`config.mk`:
```
export PLATFORM = sky130hd
export DESIGN_NAME = rv32_cpu_cp_dispatch_flat
export DESIGN_NICKNAME = d
export VERILOG_FILES = /design/src/rtl/rv32_cpu_pkg.sv /design/src/rtl/rv32_cpu_cp_dispatch_if.sv /design/src/rtl/rv32_cpu_cp_dispatch.sv /design/src/flat_wrapper.sv
export SDC_FILE = /design/constraint.sdc
export NUM_CORES = 1
export LEC_CHECK = 0
export ABC_AREA = 1
export BUFFER_PORTS_ARGS = -buffer_cell sky130_fd_sc_hd__buf_2
export CAP_MARGIN = 30
export CORE_AREA = 2 2 171 173
export DETAILED_ROUTE_END_ITERATION = 6
export DIE_AREA = 0 0 173 175
export SYNTH_ARGS = -nofsm -noshare
export SYNTH_HDL_FRONTEND = slang
export SYNTH_SLANG_ARGS = --single-unit
export TNS_END_PERCENT = 1
```
`constraint.sdc`:
```
create_clock -name i_clk -period 1.6 [get_ports i_clk]
set_input_delay 0.32 -clock i_clk [delete_from_list [all_inputs] [get_ports i_clk]]
set_output_delay 0.32 -clock i_clk [all_outputs]
set_load 0.05 [all_outputs]
```
`src/rtl/rv32_cpu_pkg.sv`:
```
// Shared CPU package: co-processor dispatch state encoding and slot indices.
package rv32_cpu_pkg;

  typedef enum logic [1:0] {
    ST_IDLE  = 2'd0,
    ST_START = 2'd1,
    ST_WAIT  = 2'd2
  } cp_state_e;

  localparam int unsigned CP_FPU      = 0;
  localparam int unsigned CP_BITMANIP = 1;
  localparam int unsigned CP_SHIFT    = 2;
  localparam int unsigned CP_CUSTOM   = 3;

endpackage

```
`src/rtl/rv32_cpu_cp_dispatch_if.sv`:
```
// Bundle of CPU-side issue signals and co-processor start/valid signals seen
// by the dispatcher. The slave modport is the dispatcher; the master modport
// is the environment (CPU execute stage plus co-processor array).
interface rv32_cpu_cp_dispatch_if #(
  parameter int XLEN   = 32,
  parameter int NUM_CP = 4
);

  localparam int SEL_W = $clog2(NUM_CP);

  logic                   i_issue;
  logic [SEL_W-1:0]       i_sel;
  logic                   i_abort;
  logic [1:0]             i_cmp;
  logic [XLEN-1:0]        i_rs1;
  logic [XLEN-1:0]        i_rs2;
  logic [XLEN-1:0]        i_rs3;
  logic [NUM_CP-1:0]      o_cp_start;
  logic [1:0]             o_cp_cmp;
  logic [XLEN-1:0]        o_cp_rs1;
  logic [XLEN-1:0]        o_cp_rs2;
  logic [XLEN-1:0]        o_cp_rs3;
  logic [NUM_CP*XLEN-1:0] i_cp_res;
  logic [NUM_CP-1:0]      i_cp_valid;
  logic [XLEN-1:0]        o_res;
  logic                   o_done;
  logic                   o_tmo_err;
  logic                   o_busy;

  modport slave (
    input  i_issue, i_sel, i_abort, i_cmp, i_rs1, i_rs2, i_rs3,
    input  i_cp_res, i_cp_valid,
    output o_cp_start, o_cp_cmp, o_cp_rs1, o_cp_rs2, o_cp_rs3,
    output o_res, o_done, o_tmo_err, o_busy
  );

  modport master (
    output i_issue, i_sel, i_abort, i_cmp, i_rs1, i_rs2, i_rs3,
    output i_cp_res, i_cp_valid,
    input  o_cp_start, o_cp_cmp, o_cp_rs1, o_cp_rs2, o_cp_rs3,
    input  o_res, o_done, o_tmo_err, o_busy
  );

endinterface

```
`src/rtl/rv32_cpu_cp_dispatch.sv`:
```
// Co-processor dispatcher: latches an issued operation, pulses start to the
// selected co-processor, waits for its valid strobe (or a timeout) and returns
// the result to the CPU. All outputs are registered.
module rv32_cpu_cp_dispatch
  import rv32_cpu_pkg::*;
#(
  parameter int XLEN    = 32,
  parameter int NUM_CP  = 4,
  parameter int TIMEOUT = 128
) (
  input logic                   i_clk,
  input logic                   i_rstn,
  rv32_cpu_cp_dispatch_if.slave bus
);

  localparam int SEL_W = $clog2(NUM_CP);
  localparam int CNT_W = $clog2(TIMEOUT);

  cp_state_e         state;
  cp_state_e         next_state;
  logic [CNT_W-1:0]  wait_cnt;
  logic [SEL_W-1:0]  sel_q;
  logic              sel_valid;
  logic              cnt_last;
  logic [XLEN-1:0]   sel_res;

  logic [NUM_CP-1:0] start_d, start_q;
  logic              done_d, done_q;
  logic              tmo_d, tmo_q;
  logic              busy_d, busy_q;
  logic [XLEN-1:0]   res_d, res_q;
  logic [1:0]        cmp_q;
  logic [XLEN-1:0]   rs1_q, rs2_q, rs3_q;

  assign sel_valid = bus.i_cp_valid[sel_q];
  assign sel_res   = bus.i_cp_res[int'(sel_q)*XLEN +: XLEN];
  assign cnt_last  = (wait_cnt == CNT_W'(TIMEOUT - 1));

  // State register
  always_ff @(posedge i_clk or negedge i_rstn) begin
    if (!i_rstn) state <= ST_IDLE;
    else         state <= next_state;
  end

  // Next-state logic; abort overrides every other condition
  always_comb begin
    next_state = state;
    if (bus.i_abort) begin
      next_state = ST_IDLE;
    end else begin
      case (state)
        ST_IDLE:  if (bus.i_issue) next_state = ST_START;
        ST_START: next_state = ST_WAIT;
        ST_WAIT:  if (sel_valid || cnt_last) next_state = ST_IDLE;
        default:  next_state = ST_IDLE;
      endcase
    end
  end

  // Next values of the registered outputs; valid wins over a same-cycle timeout
  always_comb begin
    start_d = '0;
    done_d  = 1'b0;
    tmo_d   = 1'b0;
    res_d   = res_q;
    busy_d  = (next_state != ST_IDLE);
    if (!bus.i_abort) begin
      case (state)
        ST_IDLE: begin
          if (bus.i_issue) start_d = NUM_CP'(1) << bus.i_sel;
        end
        ST_WAIT: begin
          if (sel_valid) begin
            done_d = 1'b1;
            res_d  = sel_res;
          end else if (cnt_last) begin
            tmo_d  = 1'b1;
            res_d  = '0;
          end
        end
        default: ;
      endcase
    end
  end

  // Output registers
  always_ff @(posedge i_clk or negedge i_rstn) begin
    if (!i_rstn) begin
      start_q <= '0;
      done_q  <= 1'b0;
      tmo_q   <= 1'b0;
      busy_q  <= 1'b0;
      res_q   <= '0;
    end else begin
      start_q <= start_d;
      done_q  <= done_d;
      tmo_q   <= tmo_d;
      busy_q  <= busy_d;
      res_q   <= res_d;
    end
  end

  // WAIT cycle counter, cleared in START so each operation gets a full window
  always_ff @(posedge i_clk or negedge i_rstn) begin
    if (!i_rstn) begin
      wait_cnt <= '0;
    end else if (state == ST_START) begin
      wait_cnt <= '0;
    end else if (state == ST_WAIT && !sel_valid && !cnt_last) begin
      wait_cnt <= wait_cnt + CNT_W'(1);
    end
  end

  // Operand and target latches, loaded only when an issue is accepted
  always_ff @(posedge i_clk or negedge i_rstn) begin
    if (!i_rstn) begin
      sel_q <= '0;
      cmp_q <= '0;
      rs1_q <= '0;
      rs2_q <= '0;
      rs3_q <= '0;
    end else if (state == ST_IDLE && bus.i_issue && !bus.i_abort) begin
      sel_q <= bus.i_sel;
      cmp_q <= bus.i_cmp;
      rs1_q <= bus.i_rs1;
      rs2_q <= bus.i_rs2;
      rs3_q <= bus.i_rs3;
    end
  end

  assign bus.o_cp_start = start_q;
  assign bus.o_cp_cmp   = cmp_q;
  assign bus.o_cp_rs1   = rs1_q;
  assign bus.o_cp_rs2   = rs2_q;
  assign bus.o_cp_rs3   = rs3_q;
  assign bus.o_res      = res_q;
  assign bus.o_done     = done_q;
  assign bus.o_tmo_err  = tmo_q;
  assign bus.o_busy     = busy_q;

endmodule
```
`src/flat_wrapper.sv`:
```
// flat-port wrapper written by rule: the top's interface ports become plain ports
module rv32_cpu_cp_dispatch_flat import rv32_cpu_pkg::*;
#(
  parameter int XLEN    = 32,
  parameter int NUM_CP  = 4,
  parameter int TIMEOUT = 128
)
  (i_clk, i_rstn, bus_i_issue, bus_i_sel, bus_i_abort, bus_i_cmp, bus_i_rs1, bus_i_rs2, bus_i_rs3, bus_i_cp_res, bus_i_cp_valid, bus_o_cp_start, bus_o_cp_cmp, bus_o_cp_rs1, bus_o_cp_rs2, bus_o_cp_rs3, bus_o_res, bus_o_done, bus_o_tmo_err, bus_o_busy);
  rv32_cpu_cp_dispatch_if #(.XLEN(XLEN), .NUM_CP(NUM_CP)) bus_i ();
  input logic i_clk;
  input logic i_rstn;
  input wire logic [$bits(bus_i.i_issue)-1:0] bus_i_issue;
  input wire logic [$bits(bus_i.i_sel)-1:0] bus_i_sel;
  input wire logic [$bits(bus_i.i_abort)-1:0] bus_i_abort;
  input wire logic [$bits(bus_i.i_cmp)-1:0] bus_i_cmp;
  input wire logic [$bits(bus_i.i_rs1)-1:0] bus_i_rs1;
  input wire logic [$bits(bus_i.i_rs2)-1:0] bus_i_rs2;
  input wire logic [$bits(bus_i.i_rs3)-1:0] bus_i_rs3;
  input wire logic [$bits(bus_i.i_cp_res)-1:0] bus_i_cp_res;
  input wire logic [$bits(bus_i.i_cp_valid)-1:0] bus_i_cp_valid;
  output wire logic [$bits(bus_i.o_cp_start)-1:0] bus_o_cp_start;
  output wire logic [$bits(bus_i.o_cp_cmp)-1:0] bus_o_cp_cmp;
  output wire logic [$bits(bus_i.o_cp_rs1)-1:0] bus_o_cp_rs1;
  output wire logic [$bits(bus_i.o_cp_rs2)-1:0] bus_o_cp_rs2;
  output wire logic [$bits(bus_i.o_cp_rs3)-1:0] bus_o_cp_rs3;
  output wire logic [$bits(bus_i.o_res)-1:0] bus_o_res;
  output wire logic [$bits(bus_i.o_done)-1:0] bus_o_done;
  output wire logic [$bits(bus_i.o_tmo_err)-1:0] bus_o_tmo_err;
  output wire logic [$bits(bus_i.o_busy)-1:0] bus_o_busy;
  assign bus_i.i_issue = bus_i_issue;
  assign bus_i.i_sel = bus_i_sel;
  assign bus_i.i_abort = bus_i_abort;
  assign bus_i.i_cmp = bus_i_cmp;
  assign bus_i.i_rs1 = bus_i_rs1;
  assign bus_i.i_rs2 = bus_i_rs2;
  assign bus_i.i_rs3 = bus_i_rs3;
  assign bus_i.i_cp_res = bus_i_cp_res;
  assign bus_i.i_cp_valid = bus_i_cp_valid;
  assign bus_o_cp_start = bus_i.o_cp_start;
  assign bus_o_cp_cmp = bus_i.o_cp_cmp;
  assign bus_o_cp_rs1 = bus_i.o_cp_rs1;
  assign bus_o_cp_rs2 = bus_i.o_cp_rs2;
  assign bus_o_cp_rs3 = bus_i.o_cp_rs3;
  assign bus_o_res = bus_i.o_res;
  assign bus_o_done = bus_i.o_done;
  assign bus_o_tmo_err = bus_i.o_tmo_err;
  assign bus_o_busy = bus_i.o_busy;
  rv32_cpu_cp_dispatch #(.XLEN(XLEN), .NUM_CP(NUM_CP), .TIMEOUT(TIMEOUT)) u_core (.i_clk(i_clk), .i_rstn(i_rstn), .bus(bus_i));
endmodule
```
==> results.yml, run 1 <==
status:
  outcome: "complete, no violations"
placed_design:
  place_area_mm2: 0.00914
  dp_hpwl_um: 17500
  place_congestion: 0.870
  port_buffers: 372
  placed_cells: 1588
clock_tree:
  ctsLongestPathBuffers: 2
  h-tree-depth: 4
  clock_latency_ns: 0.42
  post_cts_buffers: 0
  cts_buffers: 17
  cts.clk_slew.worst_paths_ns: 0.07
  clockRootBuffer: "clkbuf_16"
  cts_tree: "yes"
  cts_sinks: 148
min_path:
  hp-start: "bus_i_rs1[8]"
  min_path_type: "input port to flip-flop"
critical_path:
  cpMostUsedCell: "nand2_1"
  path_cells: "buf_12 > nand2_1 > nand3_2 > nand2_1 > buf_4 > nor2_1 > nand2_1 > nand2_1"
  r2r-start: "u_core.sel_q[0]"
  worst_path_max_delay_cell: "dfrtp_2"
  crit_family: "simple AND/OR/NAND/NOR gates"
  cp_max_fo: 41
  cp_data_arrival_time_ns: 1.79
  path_buf_inv: 2
  critical_path_required_ns: 1.90
  critPathCaptureType: "flip-flop"
  worstSetupPathType: "flip-flop to flip-flop"
  cpPeakStageDelay_ns: 0.43
  cp-startpoint: "u_core.sel_q[0]"
  startpoint_type: "flip-flop"
timing:
  setup_tns_ns: 0
  tightest_slew_ns: 0.633
  hold_ws_ns: 0.0896
  max_slew_margin_pct: 57.8
  setup_viol: 0
  skew_ns: 0.0113
  hold_violations: 0
  max_freq_mhz: 674
  rsz0062_at_grt: "no"
  min_period_ns: 1.48
  drv_slew: 0
  finalCritPeriodShare_pct: 92.8
drt:
  vias_per_cell: 4.33
  met2_length_um: 11200
  wl_per_cell_um: 14.5
  final_antenna_net_count: 0
  wl_met1_um: 9730
  route.detailed.drc: 0
  routed.top_layer: "met4"
  totalWireLength_um: 23500
  drtIter0Drc: 305
  vias: 7024
  met3_length_um: 2010
  firstDrtPassIters: 4
power_and_ir_drop:
  p_seq_share_pct: 33.3
  sw_frac_of_total_pct: 45.0
  ir_drop_uv: 839
  pwr-share-clk_pct: 25.5
  power_leakage_nw: 5.53
  combPwrFrac_pct: 41.2
  intPower_mw: 8.50
  pwr_density_cell_mw_per_mm2: 1590
  p_sw_mw: 6.96
synthesis:
  syn_area_per_cell_um2: 7.82
  synth_warnings: 0
  synth_seq_cells: 148
  synthesis.area_mm2: 0.00670
  synth_nets: 1093
  ys_seq_area_share_pct: 55.3
  ys_types: 22
  synthCells: 856
global_route:
  grt_pass1_vias: 7121
  antenna_found_initial: 1
  grtUsageTotal_pct: 15.4
  overflow: 0
  grt_max_degree: 83
  grt_first_pass_wirelength_um: 36900
layout:
  finish.net_count: 1461
  syn2layout_area_growth_pct: 45.4
  final_core_util_pct: 34.3
  fin_cells: 1621
  diodes: 0
  drive_above_1_share_pct: 36.1
  fin_area_mm2: 0.00974
  layout_commonest_cell: "nand2_1"
  final_cell_mix: "nand2_1 (426), buf_2 (371), dfrtp_1 (146)"
floorplanning:
  die_y_um: 175
  fp.dieW_um: 173
  initial_core_util_pct: 23.6
  rows: 62
  boundaryPins: 373
  die_area_mm2: 0.0303
  coreArea_mm2: 0.0284
flow_run:
  maxCapViolCount: 0
## repair_timing
| action | 4_1_cts | 5_1_grt |
|---|---|---|
| hold buffers | 1 | 0 |
| gates resized for setup | 0 | 5 |
| endpoints found under the hold margin | 27 | 0 |
| endpoints found under the setup margin | 0 | 39 |
## Yosys cell counts
library cell | count | area [um2]
nand2_1 | 426 | 1600
dfrtp_1 | 148 | 3700
nor2_1 | 66 | 248
nand3_1 | 59 | 295
o21ai_0 | 50 | 250
buf_2 | 24 | 120
o22ai_1 | 24 | 150
clkbuf_1 | 22 | 82.6
inv_1 | 10 | 37.5
buf_4 | 5 | 37.5
inv_2 | 4 | 15.0
a21oi_1 | 3 | 15.0
nand3_2 | 3 | 30.0
nor3_1 | 3 | 15.0
xor2_1 | 2 | 17.5
ha_1 | 1 | 12.5
nand2_2 | 1 | 6.26
nand3_4 | 1 | 17.5
nand4_1 | 1 | 6.26
nand4_4 | 1 | 21.3
nor2_2 | 1 | 6.26
nor2_4 | 1 | 11.3
## layout make-up
class | count | area, um2
fill | 3005 | 18700
sequential | 148 | 3710
multi-input combinational | 643 | 2730
timing repair buffer | 400 | 2200
tap | 384 | 480
clock buffer | 22 | 474
clock inverter | 10 | 97.6
inverter | 14 | 53.8
## path summary, 6_finish.rpt
check	depth (start not counted)	end	slack, ns
min reg2reg	2	u_core.bus.o_cp_rs2[30]	0.47
max	8	u_core.bus.o_res[7]	0.12
max reg2reg	8	u_core.bus.o_res[7]	0.12
min in group asynchronous	2	u_core.bus.o_cp_rs1[5]	0.36
max in group asynchronous	3	u_core.bus.o_cp_rs2[22]	0.69
min	3	u_core.bus.o_cp_rs1[8]	0.09
## flip-flops by register name, indices dropped and copies added, names as in the netlist, 2 cells and up
name                   flops
u_core.state               2
u_core.wait_cnt            7
u_core.bus.o_cp_rs3       32
u_core.bus.o_cp_rs1       32
u_core.sel_q               2
u_core.bus.o_cp_start      4
u_core.bus.o_cp_rs2       32
u_core.bus.o_res          32
u_core.bus.o_cp_cmp        2
## cell families after synthesis
logic type | count (synthesis) | share of synthesized area (%)
xor gates and xnor gates | 2 | 0.262
AOI/OAI and AO/OA | 77 | 6.20
buffers and inverters | 65 | 4.37
and+or+nand+nor | 563 | 33.7
DFF | 148 | 55.3
adders and majority gates | 1 | 0.187
## stage by stage
step	setup WS, ns	power, mW
after floorplan	0.196	9.60
after global placement	0.0934	11.6
after detailed placement	0.0556	11.6
after CTS	0.0462	15.7
after global routing	0.00503	16.3
final	0.115	15.5
## worst min-delay path, cell delays in order
cell     delay (ns)
buf_2          0.07
nand2_1        0.04
nand2_1        0.04
## per-layer routing
layer	vias up	global-route usage [%]
li1	3443	-
met1	3219	17.5
met2	338	26.5
met3	24	5.42
met4	0	5.86
met5	-	0
## power groups by stage
stage / registers (mW) / logic, mW / clock network, mW
2_1_floorplan: 8.07 / 1.53 / 0
3_3_place_gp: 5.20 / 6.36 / 0
3_5_place_dp: 5.19 / 6.41 / 0
4_1_cts: 5.16 / 6.42 / 4.10
5_1_grt: 5.27 / 6.80 / 4.25
6_report: 5.15 / 6.37 / 3.94
Power figures use the tool's default switching activity.
==> inputs of run 2 (changes only) <==
--- a/config.mk
+++ b/config.mk
@@ -6,6 +6,7 @@
 export NUM_CORES = 1
 export LEC_CHECK = 0
 export ABC_AREA = 1
+export ABC_CLOCK_PERIOD_IN_PS = 1400
 export BUFFER_PORTS_ARGS = -buffer_cell sky130_fd_sc_hd__buf_2
 export CAP_MARGIN = 30
 export CORE_AREA = 2 2 171 173
==> constraint.sdc (replaced) <==
create_clock -name i_clk -period 1.4 [get_ports i_clk]
set_input_delay 0.28 -clock i_clk [delete_from_list [all_inputs] [get_ports i_clk]]
set_output_delay 0.28 -clock i_clk [all_outputs]
set_load 0.05 [all_outputs]
==> results.yml, run 2 (synthesized netlist as in run 1, its figures left out) <==
status:
  outcome: "complete, no violations"
drt:
  vias_per_cell: 4.39
  vias: 7205
  drtIter0Drc: 261
  route.detailed.drc: 0
  final_antenna_net_count: 0
  totalWireLength_um: 24000
  wl_per_cell_um: 14.6
  firstDrtPassIters: 5
power_and_ir_drop:
  p_seq_share_pct: 32.0
  pwr_density_cell_mw_per_mm2: 1810
  sw_frac_of_total_pct: 44.0
  power_leakage_nw: 5.70
  ir_drop_uv: 761
  intPower_mw: 10.3
  p_sw_mw: 8.07
  combPwrFrac_pct: 41.0
  pwr-share-clk_pct: 27.0
layout:
  finish.net_count: 1482
  final_cell_mix: "nand2_1 (421), buf_2 (362), dfrtp_1 (146)"
  fin_area_mm2: 0.0101
  fin_cells: 1643
  layout_commonest_cell: "nand2_1"
  syn2layout_area_growth_pct: 51.2
  drive_above_1_share_pct: 38.2
critical_path:
  cp_data_arrival_time_ns: 1.68
  startpoint_type: "flip-flop"
  critical_path_required_ns: 1.71
  critPathCaptureType: "flip-flop"
  worstSetupPathType: "flip-flop to flip-flop"
  cp_max_fo: 58
flow_run:
  maxCapViolCount: 0
timing:
  setup_viol: 0
  hold_violations: 0
  min_period_ns: 1.38
  skew_ns: 0.00921
  max_freq_mhz: 726
  drv_slew: 0
  finalCritPeriodShare_pct: 98.4
  tightest_slew_ns: 0.396
  max_slew_margin_pct: 73.6
  final.setup.worst_slack_ns: 0.0227
  setup_tns_ns: 0
  rsz0062_at_grt: "yes"
global_route:
  grt_pass1_vias: 7317
  grt_max_degree: 66
  grtUsageTotal_pct: 15.5
  grt_first_pass_wirelength_um: 37400
  antenna_found_initial: 2
  overflow: 0
placed_design:
  placed_cells: 1606
  dp_hpwl_um: 17900
  place_area_mm2: 0.00928
  port_buffers: 372
  place_congestion: 0.830
  place_ws_ns: -0.0685
floorplanning:
  coreArea_mm2: 0.0284
  boundaryPins: 373
  initial_core_util_pct: 23.6
  rows: 62
  fp.dieW_um: 173
  die_y_um: 175
  die_area_mm2: 0.0303
clock_tree:
  cts.clk_slew.worst_paths_ns: 0.07
  clockRootBuffer: "clkbuf_16"
  cts_buffers: 17
  h-tree-depth: 4
  cts_tree: "yes"
  ctsLongestPathBuffers: 2
  clock_latency_ns: 0.42
  cts_sinks: 148
min_path:
  min_path_type: "input port to flip-flop"
-- run 2: cell types whose count changed in the layout (fill, tap and decap cells not counted), sizes merged --
cell	previous run	this run
buf	399	412
clkbuf	22	26
bufinv	1	4
clkinv	5	6
clkinvlp	3	2
diode	0	1
inv	15	16
-- run 2: what timing repair did --
action,in CTS,in global routing
endpoints found under the hold margin,30,0
buffers inserted,0,1
resized for setup,10,35
cloned,0,2
pin swaps,0,3
setup endpoints to repair,117,135
hold buffers,1,0
-- run 2: stage by stage --
step	hold slack [ns]	util, %	power (mW)
CTS	0.0178	35.1	18.4
finish	0.0453	35.7	18.3
global placement	0.225	32.7	13.2
global route	0.0285	35.7	19.3
detailed placement	0.227	32.7	13.3
floorplan	-0.0156	-	11.0
-- run 2: path summary, 6_finish.rpt --
kind                                           end  slack [ns]  cells after the start               startpoint
hold / removal             u_core.bus.o_cp_rs2[14]        0.05                      3            bus_i_rs2[14]
setup / recovery            u_core.bus.o_cp_rs2[2]        0.02                      6          u_core.state[1]
hold reg to reg            u_core.bus.o_cp_rs1[30]        0.47                      2  u_core.bus.o_cp_rs1[30]
setup reg to reg            u_core.bus.o_cp_rs2[2]        0.02                      6          u_core.state[1]
max in group asynchronous          u_core.sel_q[0]        0.54                      3                   i_rstn
min in group asynchronous   u_core.bus.o_cp_rs1[4]        0.33                      2                   i_rstn
-- run 2: critical path, cell delays in order, from the launching register on --
cell,delay [ns]
dfrtp_1,0.41
nor2_2,0.16
nand3_4,0.10
buf_4,0.19
buf_12,0.20
nand2_1,0.10
nand2_1,0.06
-- run 2: cell type report --
type / instances / area [um2]
diodes: 1 / 2.50
repair buffers: 421 / 2470
well taps: 384 / 480
clock buffers: 18 / 429
flip-flops and latches: 148 / 3710
multi-input cells: 643 / 2770
fillers: 3033 / 18300
clock inverters: 14 / 201
inverters: 14 / 63.8
-- run 2: layer usage --
metal,up-vias,part of all wire (%),track usage (%)
met3,35,9.0,5.16
met4,2,2.6,5.93
met5,-,0.067,0
li1,3488,-,-
met2,338,48,27.3
met1,3342,40,17.3
-- run 2: power groups by stage --
stage	Combinational, mW	Clock [mW]	Sequential (mW)
2_1_floorplan	1.74	0	9.23
3_3_place_gp	7.31	0	5.90
3_5_place_dp	7.36	0	5.90
4_1_cts	7.38	5.11	5.87
5_1_grt	8.05	5.30	5.98
6_report	7.53	4.95	5.87
